[config.mk]
export PLATFORM = sky130hd
export DESIGN_NAME = ram_arbiter
export DESIGN_NICKNAME = d
export VERILOG_FILES = /design/src/rtl/ram_arbiter.sv
export SDC_FILE = /design/constraint.sdc
export NUM_CORES = 1
export LEC_CHECK = 0
export CAP_MARGIN = 0
export CORE_ASPECT_RATIO = 1.75
export CORE_MARGIN = 1.5
export CORE_UTILIZATION = 50
export CTS_BUF_LIST = sky130_fd_sc_hd__clkbuf_4
export CTS_CLUSTER_DIAMETER = 50
export DETAILED_ROUTE_END_ITERATION = 10
export HOLD_SLACK_MARGIN = 0.06
export PLACE_DENSITY = 0.83
export SLEW_MARGIN = 5
export SYNTH_ARGS = -nofsm -noshare
export SYNTH_HDL_FRONTEND = slang
export SYNTH_SLANG_ARGS = --single-unit
[constraint.sdc]
create_clock -name clock -period 1.7 [get_ports clock]
set_input_delay 0.425 -clock clock [delete_from_list [all_inputs] [get_ports clock]]
set_output_delay 0.425 -clock clock [all_outputs]
set_load 0.02 [all_outputs]
[src/rtl/ram_arbiter.sv]
// ram_arbiter: schedules video, CPU and loader accesses onto one single-port RAM
module ram_arbiter #(
  parameter logic [15:0] VBASE = 16'h4000,
  parameter logic [15:0] ROMTOP = 16'h4000,
  parameter bit ROMPROT = 1'b1
) (
  input  logic        clock,
  input  logic        reset,
  input  logic        vce,
  input  logic [12:0] va,
  output logic [7:0]  vq,
  input  logic        creq,
  input  logic        cwr,
  input  logic [15:0] ca,
  input  logic [7:0]  cd,
  output logic [7:0]  cq,
  output logic        cack,
  input  logic        lreq,
  input  logic        lwr,
  input  logic [15:0] la,
  input  logic [7:0]  ld,
  output logic [7:0]  lq,
  output logic        lack,
  output logic [15:0] mem_a,
  output logic [7:0]  mem_d,
  output logic        mem_we,
  input  logic [7:0]  mem_q
);
  typedef enum logic [1:0] {T_NONE, T_VID, T_CPU, T_LDR} tag_t;
  logic creq_d, lreq_d, cpend, lpend, ptr;
  logic [15:0] ch_a, lh_a;
  logic [7:0] ch_d, lh_d;
  logic ch_wr, lh_wr;
  logic c_rise, l_rise, c_elig, l_elig, c_g, l_g, c_wr, l_wr, c_prot;
  logic [15:0] c_a, l_a;
  logic [7:0] c_d, l_d;
  tag_t s1_tag, s2_tag;
  logic s1_rd, s2_rd;
  // a fresh edge uses the live request fields, a pending one uses the held copy
  always_comb begin
    c_rise = creq & ~creq_d;
    l_rise = lreq & ~lreq_d;
    c_elig = c_rise | cpend;
    l_elig = l_rise | lpend;
    c_a = c_rise ? ca : ch_a;
    c_d = c_rise ? cd : ch_d;
    c_wr = c_rise ? cwr : ch_wr;
    l_a = l_rise ? la : lh_a;
    l_d = l_rise ? ld : lh_d;
    l_wr = l_rise ? lwr : lh_wr;
    c_g = ~vce & c_elig & (~l_elig | ~ptr);
    l_g = ~vce & l_elig & (~c_elig | ptr);
    c_prot = ROMPROT && (c_a < ROMTOP);
  end
  // capture, grant, drive the RAM and retire completions two clocks later
  always_ff @(posedge clock) begin
    if (reset) begin
      creq_d <= 1'b0;
      lreq_d <= 1'b0;
      cpend <= 1'b0;
      lpend <= 1'b0;
      ptr <= 1'b0;
      ch_a <= '0;
      ch_d <= '0;
      ch_wr <= 1'b0;
      lh_a <= '0;
      lh_d <= '0;
      lh_wr <= 1'b0;
      mem_a <= '0;
      mem_d <= '0;
      mem_we <= 1'b0;
      s1_tag <= T_NONE;
      s2_tag <= T_NONE;
      s1_rd <= 1'b0;
      s2_rd <= 1'b0;
      cack <= 1'b0;
      lack <= 1'b0;
      vq <= 8'h00;
      cq <= 8'hFF;
      lq <= 8'hFF;
    end else begin
      creq_d <= creq;
      lreq_d <= lreq;
      if (c_rise) {ch_a, ch_d, ch_wr} <= {ca, cd, cwr};
      if (l_rise) {lh_a, lh_d, lh_wr} <= {la, ld, lwr};
      cpend <= c_elig & ~c_g;
      lpend <= l_elig & ~l_g;
      ptr <= (c_g | l_g) ? c_g : ptr;
      mem_we <= c_g ? (c_wr & ~c_prot) : l_g ? l_wr : 1'b0;
      mem_a <= vce ? VBASE + {3'b000, va} : c_g ? c_a : l_g ? l_a : mem_a;
      mem_d <= c_g ? c_d : l_g ? l_d : mem_d;
      s1_tag <= vce ? T_VID : c_g ? T_CPU : l_g ? T_LDR : T_NONE;
      s1_rd <= vce | (c_g & ~c_wr) | (l_g & ~l_wr);
      s2_tag <= s1_tag;
      s2_rd <= s1_rd;
      cack <= s2_tag == T_CPU;
      lack <= s2_tag == T_LDR;
      vq <= (s2_rd && s2_tag == T_VID) ? mem_q : vq;
      cq <= (s2_rd && s2_tag == T_CPU) ? mem_q : cq;
      lq <= (s2_rd && s2_tag == T_LDR) ? mem_q : lq;
    end
  end
endmodule
# After elaboration in Yosys (flattened, before gate mapping)
# Index checks and enable logic that the tools add are counted.
[op_classes] n_reduce_logical=6 eq_ne=3 n_addsub=1 n_bitwise=29 muxes=16 order_cmp=1
[op_table] op="$mux W16" count=5
[op_table] op="$mux W8" count=4
[op_table] op="$add A15 B13 Y16 const A" count=1
[op_table] op="$lt A16 B15 Y1 const B" count=1
[op_table] op="$and A1 B1 Y1" count=11
[op_table] op="$not A1 Y1" count=11
[op_table] op="$or A1 B1 Y1" count=7
[op_table] op="$mux W1" count=5
[op_table] op="$eq A2 B2 Y1 const B" count=2
[op_table] op="$mux W2" count=2
[op_table] op="$logic_and A1 B1 Y1" count=3
[op_table] op="$reduce_bool A3 Y1" count=1
[op_table] op="$eq A2 B1 Y1 const B" count=1
[op_table] op="$reduce_bool A2 Y1" count=1
[op_table] op="$reduce_or A2 Y1" count=1
[totals] inputBits=76 elab_cells=80 reg_bits=112 out_inout_bits=51

# Logic depth before layout (Yosys ltp)
# Gate-level depths: netlist of run 1.
[logic_depth] word_depth=9 ltp_mapped=7 ltp_nobuf=5

# Least setup slack after synthesis of run 1
# No wires, ideal clock.
[synth_path] path_type="input to register" start="input port creq" end="register mem_d[0]" path_buffers=2 arrival_ns=1.408 cell_stages=7 slack_ns=0.164 t_required_ns=1.572 setup_ns=0.128 path_cell_list="and2b_1 > buf_4 > nor2_4 > nor3_4 > buf_6 > a222oi_1 > nor2_1"
[synth_between] elab_chain_len=6 elab_cells_between_ends=10 classes_between="2 x mux; 7 x bitwise; 1 x reduce/logical"
[synth_rtl] element="start, declared" line_no="12" rtl="input logic creq,"
[synth_rtl] element="$and A1 B1 Y1 (*)" line_no="41" rtl="c_rise = creq & ~creq_d;"
[synth_rtl] element="$or A1 B1 Y1" line_no="43" rtl="c_elig = c_rise | cpend;"
[synth_rtl] element="$not A1 Y1" line_no="52" rtl="l_g = ~vce & l_elig & (~c_elig | ptr);"
[synth_rtl] element="$or A1 B1 Y1" line_no="52"
[synth_rtl] element="$and A1 B1 Y1" line_no="52"
[synth_rtl] element="$reduce_bool A2 Y1 (no source line)"
[synth_rtl] element="end signal, assigned" line_no="91" rtl="mem_d <= c_g ? c_d : l_g ? l_d : mem_d;"
[synth_rtl] element="end, declared" line_no="25" rtl="output logic [7:0] mem_d,"
# Every way passes the cells marked *; elsewhere a longest branch is shown, timed or not.
# A chain may end at the register's enable or synchronous reset.

# Final worst setup path of run 1
[layout_path] start="register mem_a[13]" end="output port mem_a[13]"
[layout_rtl] element="start, declared" line_no="24" rtl="output logic [15:0] mem_a,"
[layout_rtl] element="start signal, assigned" line_no="90" rtl="mem_a <= vce ? VBASE + {3'b000, va} : c_g ? c_a : l_g ? l_a : mem_a;"
# No word-level cell between the ends.

==> results_tabular.tex, run 1 <==
\begin{tabular}{lr}
\hline
Metric & Value \\
\hline
\multicolumn{2}{l}{\textbf{Yosys}} \\
Flop and latch count out of synthesis & roughly 110 \\
EDFF count, synth & 0 \\
Number of nets produced by synthesis & 625 \\
Post-synthesis instance total & $\sim$550 \\
Ranking of synthesized cells by area & sky130\_fd\_sc\_hd\_\_dfxtp\_1, sky130\_fd\_sc\_hd\_\_nand2\_1, sky130\_fd\_sc\_hd\_\_a21oi\_1, sky130\_fd\_sc\_hd\_\_mux2i\_1, sky130\_fd\_sc\_hd\_\_nor2\_1 \\
Count of unique library cells instantiated by Yosys & 45 \\
Post-synth top area cell & sky130\_fd\_sc\_hd\_\_dfxtp\_1 \\
Sequential fraction of the synthesis area & 48.8\% \\
Fraction of registers with async set/reset & 0\% \\
Syn Area/Cell & 8.37 µm² \\
Cell area after technology mapping & 4600 µm² \\
Synthesis warning total & 0 \\
Yosys top cell area share & 48.8\% \\
Main synth FF type & sky130\_fd\_sc\_hd\_\_dfxtp\_1 \\
\multicolumn{2}{l}{\textbf{CTS}} \\
Total number of H-tree levels & 3 \\
Skew-Pair Late Insertion Delay & 0.48 ns \\
CTS clock-pin slew for the worst setup and hold paths & 0.18 ns \\
Clock tree from TritonCTS & built \\
Number of sinks on the clock net & 112 \\
Clk Tree Root Cell & sky130\_fd\_sc\_hd\_\_clkbuf\_4 \\
Max Root-Sink Buffers & 2 \\
TritonCTS buffer count & 9 \\
CTS Hold Bufs & 0 \\
\multicolumn{2}{l}{\textbf{Power and ir drop}} \\
Total power & 0.00510 W \\
Power density of the placed cells & 794 nW/µm² \\
Worst VDD drop & roughly 0.56 mV \\
Leak Pwr & 2.79 nW \\
\multicolumn{2}{l}{\textbf{GRT}} \\
Grt ovf & 0 \\
First-pass GRT wire length & 20500 µm \\
Number of antenna violations at the first check in global routing & 1 \\
Largest net degree at the start of global routing & 52 \\
Number of global-route vias before repair & 4431 \\
GRT Resource Usage Total & 27.5\% \\
\multicolumn{2}{l}{\textbf{Worst setup path}} \\
R2R Path End & mem\_a[4] \\
Worst-path fanout max & 2 \\
CP Cell Sequence & clkdlybuf4s15\_1 \\
Required time of the critical path & 1.27 ns \\
Worst R2R Start & lpend \\
Delay-heaviest family, CP & flip-flops \\
Flop2flop setup slack & 0.09 ns \\
CP Class & reg2out \\
Data arrival at the endpoint of the critical path & 1.24 ns \\
Buf/Inv on CP & 1 \\
Startpoint type of the worst setup path & register \\
Crit-path slowest cell & sky130\_fd\_sc\_hd\_\_dfxtp\_1 \\
Largest incremental delay on the critical path & 0.42 ns \\
Worst setup EP type & output pin \\
Depth of the worst register-to-register path & 7 \\
\multicolumn{2}{l}{\textbf{Timing}} \\
Setup TNS & 0 ns \\
Least-Margin Pin Slew & 0.612 ns \\
Post-layout minimum cycle time & 1.67 ns \\
Maximum clock frequency & between 600 and 700 MHz \\
Share of the cycle needed by the critical path after routing & 98.0\% \\
Post-route setup slack & between 0.03 and 0.04 ns \\
Setup-failing EPs final & 0 \\
Number of pins with negative max-slew slack in the final report & 0 \\
Slew HR & about three fifths \\
Final hold violations & 0 \\
Worst Skew & 0.0241 ns \\
\multicolumn{2}{l}{\textbf{Routing}} \\
Total wire length after detailed routing & roughly 13000 µm \\
Post-route DRC violation count & 0 \\
DR iter-0 viols & 290 \\
Via count & 4590 \\
Post-route ant nets & 0 \\
Number of detailed-route iterations in the first pass & 5 \\
Vias per Instance & 5.48 \\
Wirelength per Cell & approximately 16 µm \\
\multicolumn{2}{l}{\textbf{Worst hold path}} \\
Cells on Worst Hold Path & 2 \\
Type of the most critical hold path & in2reg \\
Min-delay src & reset \\
Worst Hold End & ch\_d[2] \\
\multicolumn{2}{l}{\textbf{Floorplanning}} \\
Rows & 46 \\
Horizontal extent of the die & around 75 µm \\
Floorplan die area & 9800 µm² \\
Effective utilization at floorplan & 51.2\% \\
I/O pin count & 127 \\
Die boundary height & 130 µm \\
Core box area & 8980 µm² \\
\multicolumn{2}{l}{\textbf{Final layout}} \\
Fin nets & 787 \\
Share of post-route cells with drive strength above 1 & 14.4\% \\
Finished Layout Cells & 837 \\
Core Util, Final & 71.5\% \\
Synthesis-to-finish area growth & 39.7\% \\
\multicolumn{2}{l}{\textbf{Place}} \\
Routability congestion estimate & 0.857 \\
Port Buffers & 126 \\
Number of placed instances with taps included & just over 800 \\
Post-Place Setup Slack & -0.471 ns \\
DP HPWL & 10100 µm \\
\multicolumn{2}{l}{\textbf{Outcome}} \\
Run status & finished clean \\
\multicolumn{2}{l}{\textbf{Flow run}} \\
Max-capacitance violation count & 0 \\
\hline
\end{tabular}
## per-stage QoR
stage	cell area (µm²)	hold WS, ns
2_1_floorplan	4600	0.414
3_3_place_gp	6310	0.424
3_5_place_dp	6310	0.435
4_1_cts	6370	0.191
5_1_grt	6420	0.197
6_report	6420	0.209
## power by group
part	internal, W	total (W)	leakage [nW]	switching, W
sequential	0.00276	0.00284	0.919	0.0000763
clock	0.000316	0.00121	0.0687	0.000898
combinational	0.000519	0.00104	1.81	0.000526
## sequential cells by signal, indices dropped and copies added (netlist names), 2 cells and up
register and flops:
mem_d 8, s1_tag 2, ch_a 16, vq 8, lh_a 16, mem_a 16, cq 8, s2_tag 2
lq 8, lh_d 8, ch_d 8
## routing by layer
layer / vias to the layer above / GRT usage, % / routed length (µm)
met5: - / 0 / 0
met1: 2147 / 28.6 / 4800
met4: 0 / 13.7 / 517
met3: 37 / 6.18 / 830
met2: 193 / 49.8 / 7000
li1: 2213 / - / -
## timing repair
action                                  4_1_cts  5_1_grt
pin swaps                                     0        1
endpoints found under the setup margin       52       15
buffers inserted                              0        1
hold endpoints to repair                      0        0
gates resized for setup                      52       11
## layout by cell type (no fill, tap or decap), types with 4 or more instances in the layout
cell type                         synthesis  layout
sky130_fd_sc_hd__nand3_1                 13      13
sky130_fd_sc_hd__or3_1                    9       9
sky130_fd_sc_hd__a32o_1                   4       4
sky130_fd_sc_hd__mux2i_1                 18      17
sky130_fd_sc_hd__nor3_1                  11      10
sky130_fd_sc_hd__clkbuf_4                 0       9
sky130_fd_sc_hd__o22ai_1                  6       6
sky130_fd_sc_hd__o21ai_0                 14      14
sky130_fd_sc_hd__o21ai_1                  8       8
sky130_fd_sc_hd__nand3b_1                21      21
sky130_fd_sc_hd__clkdlybuf4s50_1          0      73
sky130_fd_sc_hd__a222oi_1                 5       5
sky130_fd_sc_hd__dlygate4sd2_1            0      48
sky130_fd_sc_hd__nor2_1                  44      44
sky130_fd_sc_hd__a22oi_1                  9       9
sky130_fd_sc_hd__a211oi_1                 6       5
sky130_fd_sc_hd__nor2b_1                  5       5
sky130_fd_sc_hd__a21oi_1                 54      54
sky130_fd_sc_hd__nand2_1                135     135
sky130_fd_sc_hd__inv_1                    4       4
sky130_fd_sc_hd__buf_4                    9      62
sky130_fd_sc_hd__dfxtp_1                112     112
## cell families (layout without fill, tap and decap cells)
kind of cell | after synthesis | count (layout) | synth area share (%)
AO/OA/AOI/OAI | 119 | 119 | 16.9
buffers and inverters | 46 | 213 | 5.06
flip-flops | 112 | 112 | 48.8
multiplexers | 18 | 18 | 3.92
other | 0 | 1 | 0
AND/OR/NAND/NOR | 254 | 254 | 25.3
## cell type report
class / count / area (µm²)
antenna: 1 / 2.50
clock buffer: 9 / 67.6
clock inverter: 7 / 52.6
fill: 715 / 2560
inverter: 7 / 26.3
multi-input combinational: 391 / 2160
sequential: 112 / 2240
tap: 120 / 150
timing repair buffer: 190 / 1720
## how the worst max path moves through the flow
| stage | from | endpoint | slack, ns | cells past startpoint |
|---|---|---|---|---|
| global route | creq | mem_a[6] | -0.003 | 7 |
| finish | mem_a[13] | mem_a[13] | 0.03 | 1 |
| global placement | lreq | s1_rd | -0.40 | 8 |
| CTS | lreq | mem_a[6] | 0.004 | 7 |
| detailed placement | lreq | mem_a[4] | -0.47 | 7 |
| floorplan | creq | mem_d[0] | 0.16 | 7 |
## Yosys cell counts, types with 3 or more instances
master                      number
sky130_fd_sc_hd__o21ai_1         8
sky130_fd_sc_hd__inv_2           3
sky130_fd_sc_hd__nor3_1         11
sky130_fd_sc_hd__a222oi_1        5
sky130_fd_sc_hd__o21ai_0        14
sky130_fd_sc_hd__a22o_1          3
sky130_fd_sc_hd__nand3b_1       21
sky130_fd_sc_hd__dfxtp_1       112
sky130_fd_sc_hd__a21oi_1        54
sky130_fd_sc_hd__buf_4           9
sky130_fd_sc_hd__inv_1           4
sky130_fd_sc_hd__clkbuf_1       17
sky130_fd_sc_hd__a211oi_1        6
sky130_fd_sc_hd__nand2_1       135
sky130_fd_sc_hd__buf_2           9
sky130_fd_sc_hd__a2111oi_2       4
sky130_fd_sc_hd__or3_1           9
sky130_fd_sc_hd__mux2i_1        18
sky130_fd_sc_hd__nand3_1        13
sky130_fd_sc_hd__a22oi_1         9
sky130_fd_sc_hd__nor2b_1         5
sky130_fd_sc_hd__a32o_1          4
sky130_fd_sc_hd__nor2_1         44
sky130_fd_sc_hd__o22ai_1         6
Note: power is estimated with default switching activity, not from simulation.
==> run 2: changes to the inputs <==
--- a/config.mk
+++ b/config.mk
@@ -6,13 +6,14 @@
 export NUM_CORES = 1
 export LEC_CHECK = 0
+export ABC_AREA = 1
 export CAP_MARGIN = 0
 export CORE_ASPECT_RATIO = 1.75
 export CORE_MARGIN = 1.5
-export CORE_UTILIZATION = 50
+export CORE_UTILIZATION = 45
 export CTS_BUF_LIST = sky130_fd_sc_hd__clkbuf_4
 export CTS_CLUSTER_DIAMETER = 50
 export DETAILED_ROUTE_END_ITERATION = 10
 export HOLD_SLACK_MARGIN = 0.06
-export PLACE_DENSITY = 0.83
+export PLACE_DENSITY = 0.79
 export SLEW_MARGIN = 5
 export SYNTH_ARGS = -nofsm -noshare
==> constraint.sdc (replaced) <==
create_clock -name clock -period 1.3 [get_ports clock]
set_input_delay 0.325 -clock clock [delete_from_list [all_inputs] [get_ports clock]]
set_output_delay 0.325 -clock clock [all_outputs]
set_load 0.1 [all_outputs]
==> run 2 against run 1 <==
Against the previous run: the run now ends with setup timing left; first-iteration DRC count up 82%; via count up 19%; non-clock buffer count up 30.
==> results_tabular.tex, run 2 <==
\begin{tabular}{lr}
\hline
Metric & Value \\
\hline
\multicolumn{2}{l}{\textbf{CTS}} \\
TritonCTS buffer count & 9 \\
CTS Hold Bufs & 0 \\
Total number of H-tree levels & 3 \\
Clock tree from TritonCTS & built \\
CTS clock-pin slew for the worst setup and hold paths & 0.19 ns \\
Skew-Pair Late Insertion Delay & 0.50 ns \\
Number of sinks on the clock net & 112 \\
Max Root-Sink Buffers & 2 \\
Clk Tree Root Cell & sky130\_fd\_sc\_hd\_\_clkbuf\_4 \\
\multicolumn{2}{l}{\textbf{Yosys}} \\
Sequential fraction of the synthesis area & between 40\% and 50\% \\
Ranking of synthesized cells by area & sky130\_fd\_sc\_hd\_\_dfxtp\_1, sky130\_fd\_sc\_hd\_\_nand2\_1, sky130\_fd\_sc\_hd\_\_nor2\_1, sky130\_fd\_sc\_hd\_\_nand3\_1, sky130\_fd\_sc\_hd\_\_a21oi\_1 \\
Top-count cell post-synth & sky130\_fd\_sc\_hd\_\_nand2\_1 \\
Post-synth top area cell & sky130\_fd\_sc\_hd\_\_dfxtp\_1 \\
Yosys top cell area share & around half \\
Cell area after technology mapping & 4560 µm² \\
Count of unique library cells instantiated by Yosys & 24 \\
Main synth FF type & sky130\_fd\_sc\_hd\_\_dfxtp\_1 \\
Post-synthesis instance total & 637 \\
Flop and latch count out of synthesis & 112 \\
EDFF count, synth & 0 \\
Syn Area/Cell & 7.15 µm² \\
Fraction of registers with async set/reset & 0\% \\
Number of nets produced by synthesis & 713 \\
Synthesis warning total & 0 \\
List of most frequent post-synthesis cells & sky130\_fd\_sc\_hd\_\_nand2\_1, sky130\_fd\_sc\_hd\_\_dfxtp\_1, sky130\_fd\_sc\_hd\_\_nor2\_1, sky130\_fd\_sc\_hd\_\_inv\_1, sky130\_fd\_sc\_hd\_\_nand3\_1 \\
\multicolumn{2}{l}{\textbf{Final layout}} \\
Share of post-route cells with drive strength above 1 & 34.4\% \\
Fin nets & 912 \\
Finished Layout Cells & 966 \\
Most common cell after layout, fill and taps aside & sky130\_fd\_sc\_hd\_\_nand2\_1 \\
Synthesis-to-finish area growth & 70.5\% \\
Largest registers in the final layout & ch\_a (16), lh\_a (16), mem\_a (16) \\
Number of fill cells & 562 \\
Commonest cells after routing, fill and taps aside & sky130\_fd\_sc\_hd\_\_nand2\_1, sky130\_fd\_sc\_hd\_\_nor2\_1, sky130\_fd\_sc\_hd\_\_clkdlybuf4s50\_1 \\
Ant. Diodes & 0 \\
\multicolumn{2}{l}{\textbf{Timing}} \\
Worst Skew & 0.0237 ns \\
Post-route setup slack & -0.287 ns \\
Maximum clock frequency & 630 MHz \\
Share of the cycle needed by the critical path after routing & 122\% \\
Post-layout minimum cycle time & 1.59 ns \\
Slew HR & about 77\% \\
Setup-failing EPs final & 83 \\
RSZ-0062 raised after global routing & yes \\
Number of pins with negative max-slew slack in the final report & 0 \\
Final hold violations & 0 \\
Least-Margin Pin Slew & between 0.3 and 0.4 ns \\
\multicolumn{2}{l}{\textbf{Routing}} \\
Total wire length after detailed routing & 18700 µm \\
DR iter-0 viols & approximately 530 \\
Post-route DRC violation count & 0 \\
Via count & $\sim$5500 \\
Vias per Instance & roughly 5.7 \\
Post-route ant nets & 0 \\
Number of detailed-route iterations in the first pass & 5 \\
Wirelength per Cell & 19.3 µm \\
\multicolumn{2}{l}{\textbf{Power and ir drop}} \\
Power density of the placed cells & 1050 nW/µm² \\
Leak Pwr & 3.56 nW \\
Worst VDD drop & about 0.95 mV \\
\multicolumn{2}{l}{\textbf{Place}} \\
Routability congestion estimate & 0.835 \\
Number of placed instances with taps included & 930 \\
Post-Place Setup Slack & -0.620 ns \\
DP HPWL & 11100 µm \\
Port Buffers & 126 \\
\multicolumn{2}{l}{\textbf{Floorplanning}} \\
Rows & 48 \\
Core box area & 9850 µm² \\
Horizontal extent of the die & around 79 µm \\
Effective utilization at floorplan & 46.3\% \\
Die boundary height & 136 µm \\
Floorplan die area & 10800 µm² \\
I/O pin count & $\sim$130 \\
\multicolumn{2}{l}{\textbf{GRT}} \\
GRT Resource Usage Total & 30.9\% \\
Number of antenna violations at the first check in global routing & 0 \\
Largest net degree at the start of global routing & 42 \\
Number of global-route vias before repair & 5324 \\
First-pass GRT wire length & 25400 µm \\
Grt ovf & 0 \\
\multicolumn{2}{l}{\textbf{Worst setup path}} \\
CP Class & in2reg \\
Startpoint type of the worst setup path & primary input \\
Worst-path fanout max & 5 \\
R2R Path End & mem\_a[2] \\
Worst setup EP type & register \\
Required time of the critical path & 1.70 ns \\
Worst R2R Start & lreq\_d \\
Flop2flop setup slack & -0.27 ns \\
Depth of the worst register-to-register path & 10 \\
Data arrival at the endpoint of the critical path & 1.99 ns \\
\multicolumn{2}{l}{\textbf{Outcome}} \\
Violated checks & setup timing \\
Run status & finished, violations left \\
\multicolumn{2}{l}{\textbf{Worst hold path}} \\
Worst Hold End & mem\_d[1] \\
Min-delay src & reset \\
Cells on Worst Hold Path & 3 \\
Type of the most critical hold path & in2reg \\
\multicolumn{2}{l}{\textbf{Flow run}} \\
Max-capacitance violation count & 0 \\
\hline
\end{tabular}
## run 2: changes by cell type in the layout (fill, tap and decap cells not counted), sizes merged, moves of 18 or more
cell and change:
o21ai +23, mux2i -18, nand2 +57, dlygate4sd2 -47, inv +49, nand3 +39, buf +80, nor2 +44
## run 2: final cells by class
type                    count  area [µm²]  share of cell area, %
repair buffers            220        2750                   35.4
clock inverters             7        62.6                  0.805
inverters                  54         215                   2.77
well taps                 125         156                   2.01
clock buffers               9        67.6                  0.870
repair inverters            1        6.26                 0.0805
multi-input cells         438        2180                   28.1
flip-flops and latches    112        2330                   29.9
## run 2: timing repair
action	in CTS	in global routing
pin swaps	12	10
endpoints found under the setup margin	79	97
buffers inserted	12	4
resized for setup	124	57
gates cloned	4	1
## run 2: logic make-up after synthesis
group | synth area share [%]
AND/OR/NAND/NOR | 31.4
flip-flops | 49.2
AO/OA/AOI/OAI | 11.0
buffers and inverters | 8.38
## run 2: critical path, stage by stage
cell and delay (ns):
sky130_fd_sc_hd__clkdlybuf4s50_1 0.57, sky130_fd_sc_hd__nand2_4 0.12, sky130_fd_sc_hd__buf_12 0.16, sky130_fd_sc_hd__a21oi_4 0.17, sky130_fd_sc_hd__nand2_4 0.15, sky130_fd_sc_hd__nand2_8 0.16, sky130_fd_sc_hd__buf_12 0.13, sky130_fd_sc_hd__nor2_1 0.05
sky130_fd_sc_hd__nor2_1 0.11, sky130_fd_sc_hd__nor2_1 0.05
## run 2: power breakdown
| group | switching, W | internal [W] | total (W) |
|---|---|---|---|
| Clock | 0.00127 | 0.000438 | 0.00170 |
| Combinational | 0.00154 | 0.00114 | 0.00268 |
| Sequential | 0.000151 | 0.00365 | 0.00380 |
| Total | 0.00296 | 0.00523 | 0.00818 |
## run 2: routing by layer
| layer | global-route usage, % | part of all wire, % | vias to the layer above |
|---|---|---|---|
| li1 | - | - | 2402 |
| met1 | 29.3 | 32 | 2557 |
| met2 | 57.8 | 53 | 386 |
| met3 | 5.37 | 7.4 | 127 |
| met4 | 22.6 | 8.3 | 0 |
| met5 | 0 | 0 | - |
## run 2: worst max-delay path by stage
stage / start / end / slack [ns] / depth (start not counted)
finish: lreq / mem_a[2] / -0.29 / 10
global route: lreq_d / mem_a[2] / -0.33 / 10
CTS: mem_d[2] / mem_d[2] / -0.11 / 1
detailed placement: creq / mem_a[7] / -0.62 / 10
global placement: creq / mem_a[15] / -0.55 / 8
floorplan: mem_a[13] / mem_a[13] / 0.01 / 2
## run 2: stage by stage
stage               hold slack [ns]  cell area [µm²]  power, W  TNS, ns  utilization (%)
floorplan                     0.388             4560   0.00502        0                -
global placement              0.392             6990   0.00604   -31.65             71.0
detailed placement            0.400             6990   0.00610   -34.43             71.0
CTS                           0.248             7570   0.00792    -6.14             76.8
global route                  0.242             7770   0.00844   -13.83             78.9
finish                        0.246             7770   0.00818   -10.36             78.9
==> run 3: changes to the inputs <==
ABC_AREA = not set   (was 1)
CORE_MARGIN = 4   (was 1.5)
==> run 3 against run 2 <==
Against the previous run: the flow still finishes with violations (setup timing); fmax shrank 3.4%; via count shrank 6.5%; worst hold slack gained 0.045 ns; first-iteration DRC count shrank 8.1%; largest cell class is now multi-input gates.
==> results_tabular.tex, run 3 (synthesis results as in run 1) <==
\begin{tabular}{lr}
\hline
Metric & Value \\
\hline
\multicolumn{2}{l}{\textbf{Final layout}} \\
Commonest cells after routing, fill and taps aside & sky130\_fd\_sc\_hd\_\_nand2\_1, sky130\_fd\_sc\_hd\_\_clkdlybuf4s50\_1, sky130\_fd\_sc\_hd\_\_buf\_4 \\
Finished Layout Cells & 869 \\
Core Util, Final & 78.1\% \\
Synthesis-to-finish area growth & 68.5\% \\
Most common cell after layout, fill and taps aside & sky130\_fd\_sc\_hd\_\_nand2\_1 \\
Share of post-route cells with drive strength above 1 & between 40 and 50\% \\
Footprint of the flip-flops and latches & 2330 µm² \\
Largest registers in the final layout & ch\_a (16), lh\_a (16), mem\_a (16) \\
Fin nets & slightly above 800 \\
Number of fill cells & 563 \\
Multi-input logic area & 2540 µm² \\
\multicolumn{2}{l}{\textbf{CTS}} \\
CTS clock-pin slew for the worst setup and hold paths & between 0.15 and 0.2 ns \\
Total number of H-tree levels & 3 \\
TritonCTS buffer count & 9 \\
Number of sinks on the clock net & between 100 and 150 \\
Max Root-Sink Buffers & 2 \\
CTS Hold Bufs & 0 \\
Clk Tree Root Cell & sky130\_fd\_sc\_hd\_\_clkbuf\_4 \\
Clock tree from TritonCTS & built \\
Skew-Pair Late Insertion Delay & 0.48 ns \\
\multicolumn{2}{l}{\textbf{Worst hold path}} \\
Cells on Worst Hold Path & 2 \\
Type of the most critical hold path & in2reg \\
\multicolumn{2}{l}{\textbf{Timing}} \\
Slew HR & 76.6\% \\
Share of the cycle needed by the critical path after routing & 126\% \\
RSZ-0062 raised after global routing & yes \\
Worst Skew & 0.0183 ns \\
Post-route setup slack & -0.342 ns \\
Least-Margin Pin Slew & 0.351 ns \\
Maximum clock frequency & slightly above 600 MHz \\
Post-layout minimum cycle time & 1.64 ns \\
Setup-failing EPs final & 82 \\
Final hold violations & 0 \\
Number of pins with negative max-slew slack in the final report & 0 \\
\multicolumn{2}{l}{\textbf{Place}} \\
Routability congestion estimate & 0.906 \\
Post-Place Setup Slack & -0.733 ns \\
Number of placed instances with taps included & 832 \\
Port Buffers & 126 \\
DP HPWL & 11200 µm \\
\multicolumn{2}{l}{\textbf{Outcome}} \\
Run status & finished, violations left \\
Violated checks & setup timing \\
\multicolumn{2}{l}{\textbf{Worst setup path}} \\
CP Cell Sequence & nand2b\_4 -> nand4\_1 -> nand2\_1 -> buf\_6 -> a222oi\_1 -> nor2\_1 \\
Buf/Inv on CP & 1 \\
Cell depth of the worst setup path & 6 \\
Startpoint type of the worst setup path & register \\
Crit-path slowest cell & sky130\_fd\_sc\_hd\_\_dfxtp\_2 \\
Data arrival at the endpoint of the critical path & 2.02 ns \\
CP Class & reg2reg \\
Depth of the worst register-to-register path & 6 \\
Required time of the critical path & around 1.7 ns \\
Worst setup EP type & register \\
Worst-path fanout max & 8 \\
Delay-heaviest family, CP & simple AND/OR/NAND/NOR gates \\
Largest incremental delay on the critical path & 0.36 ns \\
\multicolumn{2}{l}{\textbf{Power and ir drop}} \\
Power density of the placed cells & 1020 nW/µm² \\
Total power & roughly 0.0079 W \\
Leak Pwr & 3.21 nW \\
Worst VDD drop & 0.857 mV \\
\multicolumn{2}{l}{\textbf{GRT}} \\
GRT Resource Usage Total & between 20\% and 30\% \\
Number of global-route vias before repair & 5127 \\
Largest net degree at the start of global routing & 69 \\
First-pass GRT wire length & between 20000 and 30000 µm \\
Number of antenna violations at the first check in global routing & 2 \\
Grt ovf & 0 \\
\multicolumn{2}{l}{\textbf{Floorplanning}} \\
Die boundary height & between 100 and 150 µm \\
Rows & between 40 and 50 \\
I/O pin count & about 130 \\
Effective utilization at floorplan & 46.4\% \\
Floorplan die area & 12000 µm² \\
Horizontal extent of the die & 84.4 µm \\
Core box area & 9910 µm² \\
\multicolumn{2}{l}{\textbf{Routing}} \\
DR iter-0 viols & 486 \\
Wirelength per Cell & 20.4 µm \\
Post-route ant nets & 0 \\
Post-route DRC violation count & 0 \\
Number of detailed-route iterations in the first pass & 5 \\
Total wire length after detailed routing & approximately 18000 µm \\
Vias per Instance & 5.89 \\
Via count & 5119 \\
\multicolumn{2}{l}{\textbf{Flow run}} \\
Max-capacitance violation count & 0 \\
\hline
\end{tabular}
==> run 3: layout make-up <==
| cell class | instances | area share, % |
|---|---|---|
| well taps | 125 | 2.02 |
| diodes | 2 | 0.0646 |
| clock buffers | 9 | 0.873 |
| inverters | 7 | 0.404 |
| repair buffers | 216 | 32.8 |
| flip-flops and latches | 112 | 30.0 |
| multi-input cells | 392 | 32.9 |
| clock inverters | 6 | 0.889 |
==> run 3: per-layer routing <==
metal / up-vias / global-route usage (%) / part of all wire, %
li1: 2270 / - / -
met1: 2454 / 26.5 / 33
met2: 305 / 51.0 / 54
met3: 90 / 4.94 / 6.2
met4: 0 / 15.1 / 6.0
met5: - / 0 / 0
==> run 3: through the flow <==
stage,hold slack [ns],area [µm²],TNS (ns)
global route,0.291,7740,-13.26
detailed placement,0.428,6910,-37.08
global placement,0.421,6910,-34.05
floorplan,0.414,4690,-1.15
CTS,0.261,7460,-8.30
finish,0.290,7740,-10.97
==> run 3: worst paths after layout <==
kind                            startpoint         to  slack, ns
worst min-delay path                  lreq     lreq_d       0.29
worst max-delay path                creq_d   mem_d[1]      -0.34
worst min register to register   s1_tag[1]  s2_tag[1]       0.45
worst max register to register      creq_d   mem_d[1]      -0.34
==> run 3: timing repair <==
action | in CTS | in global routing
pin swaps | 16 | 24
cloned | 2 | 0
buffers inserted | 12 | 8
resized for setup | 113 | 52
setup endpoints to repair | 86 | 91
==> run 3: report_power, final <==
part | internal, W | total (W) | switching [W]
sequential | 0.00362 | 0.00377 | 0.000148
combinational | 0.00103 | 0.00236 | 0.00133
clock | 0.000591 | 0.00178 | 0.00119
total | 0.00524 | 0.00791 | 0.00267
